`src/rtl/game_state_tap_pkg.sv`:
```
// ============================================================================
// Module   : game_state_tap_pkg
// Purpose  : Default register map and event record layout for game_state_tap.
// Revision : 1.0
// ============================================================================
`default_nettype none

package game_state_tap_pkg;

    localparam logic [4:0] REG_NONE     = 5'd0;
    localparam logic [4:0] REG_LEVEL    = 5'd3;
    localparam logic [4:0] REG_SCREEN   = 5'd4;
    localparam logic [4:0] REG_GAMEOVER = 5'd6;

    // ch0=$r3, ch1=$r4, ch2=$r6, ch3 parked on $r0 (disabled)
    localparam logic [19:0] DEFAULT_CH_REGS = {REG_NONE, REG_GAMEOVER, REG_SCREEN, REG_LEVEL};

    // Event record for the default build (four channels, 32-bit data)
    typedef struct packed {
        logic [1:0]  ch;
        logic [31:0] data;
    } tap_evt_t;

endpackage

`default_nettype wire

```
`src/rtl/tap_event_fifo.sv`:
```
// ============================================================================
// Module   : tap_event_fifo
// Purpose  : Synchronous show-ahead FIFO with registered head, count and drop flag.
// Revision : 1.0
// ============================================================================
`default_nettype none

module tap_event_fifo #(
    parameter int WIDTH = 34,
    parameter int DEPTH = 8,
    parameter int CNT_W = $clog2(DEPTH + 1)
) (
    input  logic             clock,
    input  logic             reset,
    input  logic             push,
    input  logic [WIDTH-1:0] wdata,
    output logic             dropped,
    output logic             valid,
    input  logic             ready,
    output logic [WIDTH-1:0] rdata,
    output logic [CNT_W-1:0] count
);

    localparam int AW = $clog2(DEPTH);

    logic [WIDTH-1:0] mem [DEPTH];
    logic [AW-1:0]    wr_ptr;
    logic [AW-1:0]    rd_ptr;
    logic [AW-1:0]    rd_next;
    logic             pop;
    logic             full;
    logic             accept;
    logic [CNT_W-1:0] remain;
    logic [CNT_W-1:0] count_next;

    assign pop        = valid && ready;
    assign full       = (count == CNT_W'(DEPTH));
    assign accept     = push && (!full || pop);
    assign dropped    = push && full && !pop;
    assign rd_next    = rd_ptr + AW'(pop);
    assign remain     = count - CNT_W'(pop);
    assign count_next = remain + CNT_W'(accept);

    always_ff @(posedge clock) begin
        if (accept) begin
            mem[wr_ptr] <= wdata;
        end
    end

    always_ff @(posedge clock or posedge reset) begin
        if (reset) begin
            wr_ptr <= '0;
            rd_ptr <= '0;
            count  <= '0;
            valid  <= 1'b0;
            rdata  <= '0;
        end else begin
            wr_ptr <= wr_ptr + AW'(accept);
            rd_ptr <= rd_next;
            count  <= count_next;
            valid  <= (count_next != '0);
            // Nothing left behind the pop: the incoming word becomes the head
            if (remain == '0) begin
                if (accept) begin
                    rdata <= wdata;
                end
            end else begin
                rdata <= mem[rd_next];
            end
        end
    end

endmodule

`default_nettype wire

```
`src/rtl/game_state_tap.sv`:
```
// ============================================================================
// Module   : game_state_tap
// Purpose  : Regfile write-back snoop that shadows selected registers and
//            queues change events. Optional macro GAME_STATE_TAP_DEDUP_EN
//            suppresses events/pulses for unchanged values.
// Revision : 1.0
// ============================================================================
`default_nettype none

module game_state_tap
    import game_state_tap_pkg::*;
#(
    parameter int                  DATA_W     = 32,
    parameter int                  NUM_CH     = 4,
    parameter logic [5*NUM_CH-1:0] CH_REGS    = DEFAULT_CH_REGS,
    parameter int                  FIFO_DEPTH = 8,
    parameter int                  CH_W       = (NUM_CH > 1) ? $clog2(NUM_CH) : 1
) (
    input  logic                             clock,
    input  logic                             reset,
    input  logic                             ctrl_writeEnable,
    input  logic [4:0]                       ctrl_writeReg,
    input  logic [DATA_W-1:0]                data_writeReg,
    output logic [NUM_CH*DATA_W-1:0]         ch_value,
    output logic [NUM_CH-1:0]                ch_update,
    output logic                             evt_valid,
    input  logic                             evt_ready,
    output logic [CH_W-1:0]                  evt_ch,
    output logic [DATA_W-1:0]                evt_data,
    output logic [$clog2(FIFO_DEPTH+1)-1:0]  evt_count,
    output logic                             overflow,
    input  logic                             clr_overflow
);

    typedef struct packed {
        logic [CH_W-1:0]   ch;
        logic [DATA_W-1:0] data;
    } evt_t;

    logic [NUM_CH-1:0] hit;
    logic [NUM_CH-1:0] fire;
    logic [CH_W-1:0]   push_ch;
    logic              push;
    logic              dropped;
    evt_t              push_evt;
    evt_t              head_evt;

    always_comb begin
        hit  = '0;
        fire = '0;
        for (int i = 0; i < NUM_CH; i++) begin
            hit[i] = ctrl_writeEnable && (ctrl_writeReg != 5'd0) &&
                     (ctrl_writeReg == CH_REGS[5*i +: 5]);
`ifdef GAME_STATE_TAP_DEDUP_EN
            fire[i] = hit[i] && (data_writeReg != ch_value[DATA_W*i +: DATA_W]);
`else
            fire[i] = hit[i];
`endif
        end
    end

    // Lowest firing channel wins the single push slot
    always_comb begin
        push_ch = '0;
        for (int i = NUM_CH - 1; i >= 0; i--) begin
            if (fire[i]) begin
                push_ch = CH_W'(i);
            end
        end
    end

    assign push          = |fire;
    assign push_evt.ch   = push_ch;
    assign push_evt.data = data_writeReg;
    assign evt_ch        = head_evt.ch;
    assign evt_data      = head_evt.data;

    tap_event_fifo #(
        .WIDTH (CH_W + DATA_W),
        .DEPTH (FIFO_DEPTH),
        .CNT_W ($clog2(FIFO_DEPTH + 1))
    ) u_fifo (
        .clock   (clock),
        .reset   (reset),
        .push    (push),
        .wdata   (push_evt),
        .dropped (dropped),
        .valid   (evt_valid),
        .ready   (evt_ready),
        .rdata   (head_evt),
        .count   (evt_count)
    );

    always_ff @(posedge clock or posedge reset) begin
        if (reset) begin
            ch_value  <= '0;
            ch_update <= '0;
            overflow  <= 1'b0;
        end else begin
            ch_update <= fire;
            for (int i = 0; i < NUM_CH; i++) begin
                if (hit[i]) begin
                    ch_value[DATA_W*i +: DATA_W] <= data_writeReg;
                end
            end
            if (dropped) begin
                overflow <= 1'b1;
            end else if (clr_overflow) begin
                overflow <= 1'b0;
            end
        end
    end

endmodule

`default_nettype wire

```
`config.mk`:
```
export PLATFORM = sky130hd
export DESIGN_NAME = game_state_tap
export DESIGN_NICKNAME = d
export VERILOG_FILES = /design/src/rtl/game_state_tap_pkg.sv /design/src/rtl/tap_event_fifo.sv /design/src/rtl/game_state_tap.sv
export SDC_FILE = /design/constraint.sdc
export NUM_CORES = 1
export LEC_CHECK = 0
export ABC_AREA = 1
export ABC_CLOCK_PERIOD_IN_PS = 14400
export BUFFER_PORTS_ARGS = -buffer_cell sky130_fd_sc_hd__buf_2
export CELL_PAD_IN_SITES_DETAIL_PLACEMENT = 1
export CELL_PAD_IN_SITES_GLOBAL_PLACEMENT = 2
export CORE_MARGIN = 2
export CORE_UTILIZATION = 41
export DETAILED_ROUTE_END_ITERATION = 6
export GPL_ROUTABILITY_DRIVEN = 0
export GPL_TIMING_DRIVEN = 1
export PLACE_DENSITY_LB_ADDON = 0.15
export SYNTH_ARGS = -nofsm -noshare
export SYNTH_HDL_FRONTEND = slang
export SYNTH_SLANG_ARGS = --single-unit
export TNS_END_PERCENT = 30
```
`constraint.sdc`:
```
create_clock -name clock -period 14.4 [get_ports clock]
set_clock_uncertainty 0.15 [all_clocks]
set_input_delay 0.72 -clock clock [delete_from_list [all_inputs] [get_ports clock]]
set_output_delay 0.72 -clock clock [all_outputs]
set_load 0.01 [all_outputs]
```
# After elaboration in Yosys (flattened, before gate mapping)
# Memory sizes are Yosys's and may differ from the RTL's.
# Index checks and enable logic that the tools add are counted.
dict set report classes {
  muxes 10
  n_addsub 4
  n_reduce_logical 18
  n_eq_ne 5
}
# op n
set op_table {}
lappend op_table {{2-to-1 mux 34 bit} 2}
lappend op_table {{== test 5 x 3 -> 1 bit, second input constant} 2}
lappend op_table {{logical AND 1 bit} 9}
lappend op_table {{2-to-1 mux 2 bit} 4}
lappend op_table {{adder 3 x 1 -> 3 bit} 2}
lappend op_table {{== test 5 x 2 -> 1 bit, second input constant} 1}
lappend op_table {{logical NOT 5 bit} 1}
lappend op_table {{nonzero test 5 bit} 1}
lappend op_table {{adder 4 x 1 -> 4 bit} 1}
lappend op_table {{== test 4 bit, second input constant} 1}
lappend op_table {{logical NOT 4 bit} 1}
lappend op_table {{2-to-1 mux 1 bit} 4}
lappend op_table {{nonzero test 4 bit} 1}
lappend op_table {{OR reduction 4 bit} 1}
lappend op_table {{subtractor 4 x 1 -> 4 bit} 1}
lappend op_table {{logical NOT 1 bit} 2}
lappend op_table {{!= test 2 x 1 -> 1 bit, second input constant} 1}
lappend op_table {{nonzero test 2 bit} 1}
lappend op_table {{logical OR 1 bit} 1}
dict set report word_totals {
  ramBits 272
  memories 1
  word_cells 49
  in_bits 42
  regBits 178
}
# memory words word_bits read_ports rd_clocked_by_memory_dff wr line_no
set mem_list {}
lappend mem_list {u_fifo.mem 8 34 1 0 1 tap_event_fifo.sv:26} ;# logic [WIDTH-1:0] mem [DEPTH];

# Depth between registers and ports, before layout
# Gate-level depths: netlist (run 1).
dict set report logic_depth {
  ltp_word 9
  depth_mapped 15
  mapped_depth_nobuf 14
}

# By module
# From an unflattened synthesis (run 1), not the netlist that was laid out.
dict set report hier_totals {
  hier_cells 1779
  area_unflattened_um2 18839.3
}
# module n_inst seq_area_each_um2 cells_per_inst area_each_um2
set modules_own_cells {}
lappend modules_own_cells {tap_event_fifo 1 9293.9 1273 13938.4}
lappend modules_own_cells {game_state_tap 1 3328.2 506 4901.0}

# Worst setup path after synthesis (run 1)
# No wires, ideal clock.
dict set report synth_timing {
  path_kind {input to register}
  startpoint {input port ctrl_writeReg[3]}
  endpoint {memory u_fifo.mem[0][0] (enable)}
  t_required_ns 13.825
  path_slack_ns 10.892
  setup_time_ns 0.425
  arrival_time_ns 2.933
  cell_stages 8
  cell_sequence {inv_1 nand2_1 nor2_1 nand2_1 nand3_1 nand2_2 or2_1 nor2_1}
}
dict set report synth_via {
  elab_chain_len 7
}
# element line_no
set synth_rtl {}
lappend synth_rtl {{start, declared} game_state_tap.sv:22} ;# input logic [4:0] ctrl_writeReg,
lappend synth_rtl {{nonzero test 5 bit} game_state_tap.sv:52} ;# hit[i] = ctrl_writeEnable && (ctrl_writeReg != 5'd0) &&
lappend synth_rtl {{logical AND 1 bit (2 in series)} game_state_tap.sv:52}
lappend synth_rtl {{OR reduction 4 bit (*)} game_state_tap.sv:72} ;# assign push = |fire;
lappend synth_rtl {{logical AND 1 bit (*)} tap_event_fifo.sv:38} ;# assign accept = push && (!full || pop);
lappend synth_rtl {{2-to-1 mux 1 bit (*)} tap_event_fifo.sv:45} ;# if (accept) begin
lappend synth_rtl {{2-to-1 mux 1 bit (not written as such) (*)} tap_event_fifo.sv:46} ;# mem[wr_ptr] <= wdata;
lappend synth_rtl {{end, declared} tap_event_fifo.sv:26}
# Every way passes the cells marked *; elsewhere a longest branch is shown, timed or not.

# Worst setup path after layout (run 1)
dict set report layout_timing {
  startpoint {register u_fifo.valid}
  endpoint {register u_fifo.rdata[1]}
}
dict set report layout_via {
  elab_chain_len 4
}
# element line_no
set layout_rtl {}
lappend layout_rtl {{start, declared} tap_event_fifo.sv:18} ;# output logic valid,
lappend layout_rtl {{start signal, assigned} tap_event_fifo.sv:61} ;# valid <= (count_next != '0);
lappend layout_rtl {{logical AND 1 bit} tap_event_fifo.sv:36} ;# assign pop = valid && ready;
lappend layout_rtl {{adder 3 x 1 -> 3 bit} tap_event_fifo.sv:40} ;# assign rd_next = rd_ptr + AW'(pop);
lappend layout_rtl {{via u_fifo.rd_next[0]} tap_event_fifo.sv:29} ;# logic [AW-1:0] rd_next;
lappend layout_rtl {{memory read (8 x 34 bit)} --}
lappend layout_rtl {{2-to-1 mux 34 bit} tap_event_fifo.sv:63} ;# if (remain == '0) begin
lappend layout_rtl {{end signal, assigned} tap_event_fifo.sv:65} ;# rdata <= wdata;
lappend layout_rtl {{end signal, assigned} tap_event_fifo.sv:68} ;# rdata <= mem[rd_next];
lappend layout_rtl {{end, declared} tap_event_fifo.sv:20} ;# output logic [WIDTH-1:0] rdata,
# The timed path passes the listed nets, and every way through them passes these cells.
# A chain may end at the register's enable or synchronous reset.

==> metrics.cfg, run 1 <==
[placed_design]
portBuffers = 213
hpwl_um = 26430

[clock_tree]
cts_max_level = 2
cts_tree = done
path_clk_slew_ps = 60
post-cts-setup-buffer-count = 0
cts.sinks = 450
cts_buffers = 48
cts_resized = 0
ctsHoldBuffers = 0
cts_buffer_depth = 3
cts_root_buffer = clkbuf_16
insertion_delay_ps = 580

[cells_and_area]
area_growth_syn_to_layout_pct = 17.34
n_fill_cell = 4685
drive_above_1_share_pct = 18.60
diodes = 0
utilization_pct = 48.38
nNetsFinal = 1822

[floorplan]
initial_core_util_pct = 41.23
core_region_area_mm2 = 0.04279
dieArea_mm2 = 0.04471
die_w_um = 211.5
dieHeight_um = 211.5
fp-row-count = 76
ioPinCount = 214

[grt]
grt_pass1_vias = 12685
grt_pass1_wl_um = 72870
antenna_found_initial = 0
grt.total_usage_pct = 21.35
grt_overflow_total = 0
grt_max_degree = 116

[route]
route.detailed.drc = 0
via_per_inst = 5.064
wl_um = 46900
routed-via-count = 11942
wl_per_cell_um = 19.89
drtAntennaViolNets = 0
drt_first_pass_iters = 4
drtIter0Drc = 701

[logic_synthesis]
netlist_instances = 1606
ys_seq_area_share_pct = 71.54
synth_top_cell_by_area = edfxtp_1
synth_nets = 1656
yosys_most_used_dff = edfxtp_1
synthTopCellsByCount = nand2_1, edfxtp_1, nand3_1
synth.cell_area_mm2 = 0.01764
synth_edf_count = 272
synthArstFlopShare_pct = 39.56
yosysMostFrequentCell = nand2_1
syn-mean-instance-area_um2 = 10.99
ys_ff_latch = 450
ys.warnings.count = 0
ys_top_cells_by_area = edfxtp_1, dfrtp_1, nand2_1
yosysTopAreaCellShare_pct = 46.29
ys_types = 25

[timing]
maxSlewViolCount = 0
min_period_ps = 3421
max_clock_freq_ghz = 0.2923
setup_viol = 0
fin_tns_setup_ps = 0
rsz0062_at_grt = no
tightest_slew_ps = 1110
hold_viol_final = 0
maxSlewHeadroom_pct = 25.99
fin_crit_sh_pct = 23.76

[critical_path]
r2r-end = u_fifo.rdata[1]$_DFFE_PP0P_
reg2reg_depth = 13
critPathArrivalTime_ps = 3780
crit_path_start_kind = flop
critPathBufInv = 3
r2r_setup_slack_ps = 10980
worstPathCellList = nand2_1 > inv_1 > ha_4 > inv_4 > buf_4 > nand2_1 > nand3_1 > nand3_1 > nand2_1 > nand2_1 > nand2_1 > nand2_1 > nand2_1
r2r_start = u_fifo.valid$_DFF_PP0_
cp_max_fo = 94
end_kind = flop
crit_path_max_incr_delay_ps = 940
cp_slowest_cell = buf_4
worstPathRequired_ps = 14750
criticalPathCategory = reg2reg
crit_top_cell = nand2_1
path_delay_family = buffers and inverters

[status]
status = finished, final reports clean

[power]
p_leak_nw = 9.265
peakVddDrop_mv = 0.1160
power_density_mw_per_mm2 = 212.8

[flow_run]
drv_cap = 0

[min_path]
hold_path_class = in2async

## stage by stage
step	hold WS, ps	power [W]	cell area [um2]	std cells	setup slack, ps
3_3_place_gp	209.8	0.003165	19090	2268	10400
3_5_place_dp	211.7	0.003206	19090	2268	10360
2_1_floorplan	322.0	0.002694	17640	1606	8700
5_1_grt	177.3	0.004734	20700	2358	10700
4_1_cts	162.0	0.004477	20700	2358	10940
6_report	155.2	0.004406	20700	2358	10980
## logic make-up (layout without fill, tap and decap cells)
family                     after synthesis  count (layout)  synth area share, %
AOI/OAI and AO/OA                       97              97                2.758
xor gates and xnor gates                 3               3               0.1489
adders and majority gates                8               8               0.5673
buffers and inverters                  182             388                4.531
DFF                                    450             450                71.54
other                                    1               1              0.02125
and+or+nand+nor                        865             865                20.44
## worst max-delay path by stage
stage	from	depth (start not counted)	endpoint
finish	u_fifo.valid$_DFF_PP0_	13	u_fifo.rdata[1]$_DFFE_PP0P_
global route	u_fifo.valid$_DFF_PP0_	13	u_fifo.rdata[7]$_DFFE_PP0P_
detailed placement	ctrl_writeEnable	11	u_fifo.mem[3][14]$_DFFE_PP_
CTS	u_fifo.valid$_DFF_PP0_	13	u_fifo.rdata[7]$_DFFE_PP0P_
global placement	ctrl_writeEnable	11	u_fifo.mem[3][12]$_DFFE_PP_
floorplan	reset	1	ch_update[0]$_DFF_PP0_
## worst register-to-register path, stage by stage, from the launching register on
cell and delay, ps:
dfrtp_1 370, nand2_1 90, inv_1 90, ha_4 400
inv_4 470, buf_4 970, nand2_1 190, nand3_1 130
nand3_1 90, nand2_1 130, nand2_1 60, nand2_1 90
nand2_1 50, nand2_1 80
## area by class of cell
| cell class | count | area [um2] | area share [%] |
|---|---|---|---|
| Clock buffer | 67 | 1359 | 6.563 |
| Inverter | 63 | 247.7 | 1.197 |
| Tap cell | 546 | 683.2 | 3.300 |
| Timing Repair Buffer | 235 | 1231 | 5.947 |
| Multi-Input combinational cell | 974 | 4303 | 20.78 |
| Clock inverter | 23 | 257.7 | 1.245 |
| Sequential cell | 450 | 12620 | 60.97 |
## power by group
group	switching (W)	internal (W)
clock	0.000509	0.000751
sequential	0.0000725	0.00151
combinational	0.00109	0.000478
## flip-flops by register name, summed over array words and instances (netlist names)
name and count:
u_fifo.mem 272, ch_value 128, u_fifo.rdata 34, ch_update 4, u_fifo.count 4, u_fifo.rd_ptr 3, u_fifo.wr_ptr 3, overflow 1
u_fifo.valid 1
## layout by cell type (no fill, tap or decap), drive strengths merged
| cell type | synthesis | layout |
|---|---|---|
| nand2 | 602 | 602 |
| edfxtp | 272 | 272 |
| nand3 | 242 | 242 |
| buf | 54 | 235 |
| dfrtp | 178 | 178 |
| o21ai | 96 | 96 |
| clkbuf | 65 | 67 |
| inv | 63 | 65 |
| nor2 | 17 | 17 |
| clkinv | 0 | 13 |
| ha | 8 | 8 |
| bufinv | 0 | 5 |
| xor2 | 3 | 3 |
| clkinvlp | 0 | 3 |
| nand3b | 2 | 2 |
| nand4 | 1 | 1 |
| or2 | 1 | 1 |
| o22ai | 1 | 1 |
| conb | 1 | 1 |
## per-layer routing
| layer | vias up | global-route usage, % | part of all wire, % |
|---|---|---|---|
| li1 | 5660 | - | - |
| met1 | 5967 | 28.18 | 45 |
| met2 | 255 | 36.08 | 48 |
| met3 | 60 | 4.198 | 5.0 |
| met4 | 0 | 5.804 | 1.8 |
| met5 | - | 0 | 0 |
Power figures use the tool's default switching activity.
==> run 2, diff against run 1 <==
- ABC_CLOCK_PERIOD_IN_PS: 14400 -> 3500
- CORE_UTILIZATION: 41 -> 38
- clock period: 14.4 -> 3.5 ns (I/O delays scaled with it)
==> metrics.cfg, run 2 (same netlist as run 1, synthesis figures left out) <==
[status]
status = finished, final reports clean

[cells_and_area]
drive_above_1_share_pct = 18.85
largest_register_ffs = 272
area_growth_syn_to_layout_pct = 21.44
final_common_cell = nand2_1
top_register = u_fifo.mem
nNetsFinal = 1867
n_fill_cell = 4912
ff_latch_area_mm2 = 0.01262
multi_input_area_mm2 = 0.004308
diodes = 0
final_cell_mix = nand2_1, edfxtp_1, nand3_1
largestRegisters = u_fifo.mem (272), ch_value (128), u_fifo.rdata (34)

[route]
drt_first_pass_iters = 4
wl_um = 50100
route.detailed.drc = 0
met1Wirelength_um = 23010
via_per_inst = 4.990
route.met3.wl_um = 2259
drtAntennaViolNets = 0
routed-via-count = 12260
drtIter0Drc = 715
wl_per_cell_um = 20.39
met2_length_um = 23570
maxUsedRoutingLayer = met4

[critical_path]
crit_path_max_incr_delay_ps = 490
critPathArrivalTime_ps = 3040
cp_slowest_cell = nor2_8
r2r_setup_slack_ps = 790
r2r_start = u_fifo.valid$_DFF_PP0_
cp-startpoint = u_fifo.valid$_DFF_PP0_
worstPathRequired_ps = 3820
cp_max_fo = 32
crit_top_cell = nand2_1
criticalPathCategory = reg2reg
worstPathCellList = nand2_1 > inv_1 > ha_1 > ha_1 > nand2_1 > nor2_4 > inv_2 > nor2_8 > nand2_2 > buf_4 > nand2_1 > nand2_1
end_kind = flop
reg2reg_depth = 12
crit_path_start_kind = flop
r2r-end = u_fifo.rdata[5]$_DFFE_PP0P_

[timing]
min_period_ps = 2713
rsz0062_at_grt = no
hold_viol_final = 0
maxSlewViolCount = 0
tightest_slew_ps = 1106
fin_tns_setup_ps = 0
hold_ws_ps = 97.16
setup_viol = 0
maxSlewHeadroom_pct = 26.29
fin_crit_sh_pct = 77.52
max_clock_freq_ghz = 0.3686

[floorplan]
fp-row-count = 78
dieHeight_um = 219.5
ioPinCount = 214
dieArea_mm2 = 0.04817
core_region_area_mm2 = 0.04558
die_w_um = 219.5
initial_core_util_pct = 38.71

[clock_tree]
insertion_delay_ps = 580
cts_root_buffer = clkbuf_16
cts_resized = 0
path_clk_slew_ps = 60
cts.sinks = 450
cts_buffers = 49
cts_buffer_depth = 3
post-cts-setup-buffer-count = 0
cts_max_level = 2
cts_tree = done

[power]
p_leak_nw = 9.545
power_density_mw_per_mm2 = 872.6
peakVddDrop_mv = 1.051

[placed_design]
portBuffers = 213
hpwl_um = 29290

[grt]
grt_pass1_wl_um = 77690
grt.total_usage_pct = 21.33
antenna_found_initial = 0
grt_pass1_vias = 13089
grt_max_degree = 179
grt_overflow_total = 0

[min_path]
min_to = u_fifo.rd_ptr[1]$_DFF_PP0_
hold_path_class = in2reg
worstHoldStart = evt_ready
hold_depth = 5

[flow_run]
drv_cap = 0

run 2: through the flow:
stage | utilization, % | cells | power, W | instance area (um2) | setup slack, ps
floorplan | - | 1606 | 0.01109 | 17650 | 466.7
CTS | 47.02 | 2457 | 0.01902 | 21430 | 749.5
detailed placement | 42.52 | 2332 | 0.01350 | 19380 | 745.7
finish | 47.02 | 2457 | 0.01870 | 21430 | 786.7
global route | 47.02 | 2457 | 0.02009 | 21430 | 583.4
global placement | 42.52 | 2332 | 0.01340 | 19380 | 816.6
run 2: timing repair:
| item | CTS | global route |
|---|---|---|
| hold endpoints to repair | 561 | 0 |
| endpoints found under the setup margin | 0 | 0 |
| hold buffers | 34 | 0 |
run 2: per-layer routing:
layer | vias up | GRT usage (%)
li1 | 5752 | -
met1 | 6199 | 28.96
met2 | 234 | 34.83
met3 | 75 | 3.879
met4 | 0 | 6.757
met5 | - | 0
run 2: worst max-delay path by stage:
stage | to | slack [ps] | cells past startpoint
after global placement | u_fifo.rdata[5]$_DFFE_PP0P_ | 820 | 12
after CTS | u_fifo.rdata[5]$_DFFE_PP0P_ | 750 | 12
after global routing | u_fifo.rdata[20]$_DFFE_PP0P_ | 580 | 15
final | u_fifo.rdata[5]$_DFFE_PP0P_ | 790 | 12
after detailed placement | u_fifo.rdata[5]$_DFFE_PP0P_ | 750 | 12
after floorplan | u_fifo.mem[0][0]$_DFFE_PP_ | 470 | 5
run 2: report_power, final:
group | internal, W | switching (W) | total, W | leakage [nW]
Combinational | 0.00216 | 0.00460 | 0.00676 | 3.95
Sequential | 0.00621 | 0.000302 | 0.00651 | 4.75
Clock | 0.00330 | 0.00213 | 0.00543 | 0.841
Total | 0.0117 | 0.00703 | 0.0187 | 9.54
run 2: critical path: cells and delay by family, from the launching register on:
kind / cells / cell delay, ps
simple gates: 7 / 1140
fa+ha+maj: 2 / 520
buf+inv: 3 / 420
flops: 1 / 370
run 2: cell type report:
type	instances	area share (%)
sequential	450	58.90
clock inverter	23	1.290
timing repair buffer	279	8.385
multi-input combinational	974	20.10
tap	600	3.503
inverter	63	1.133
clock buffer	68	6.680
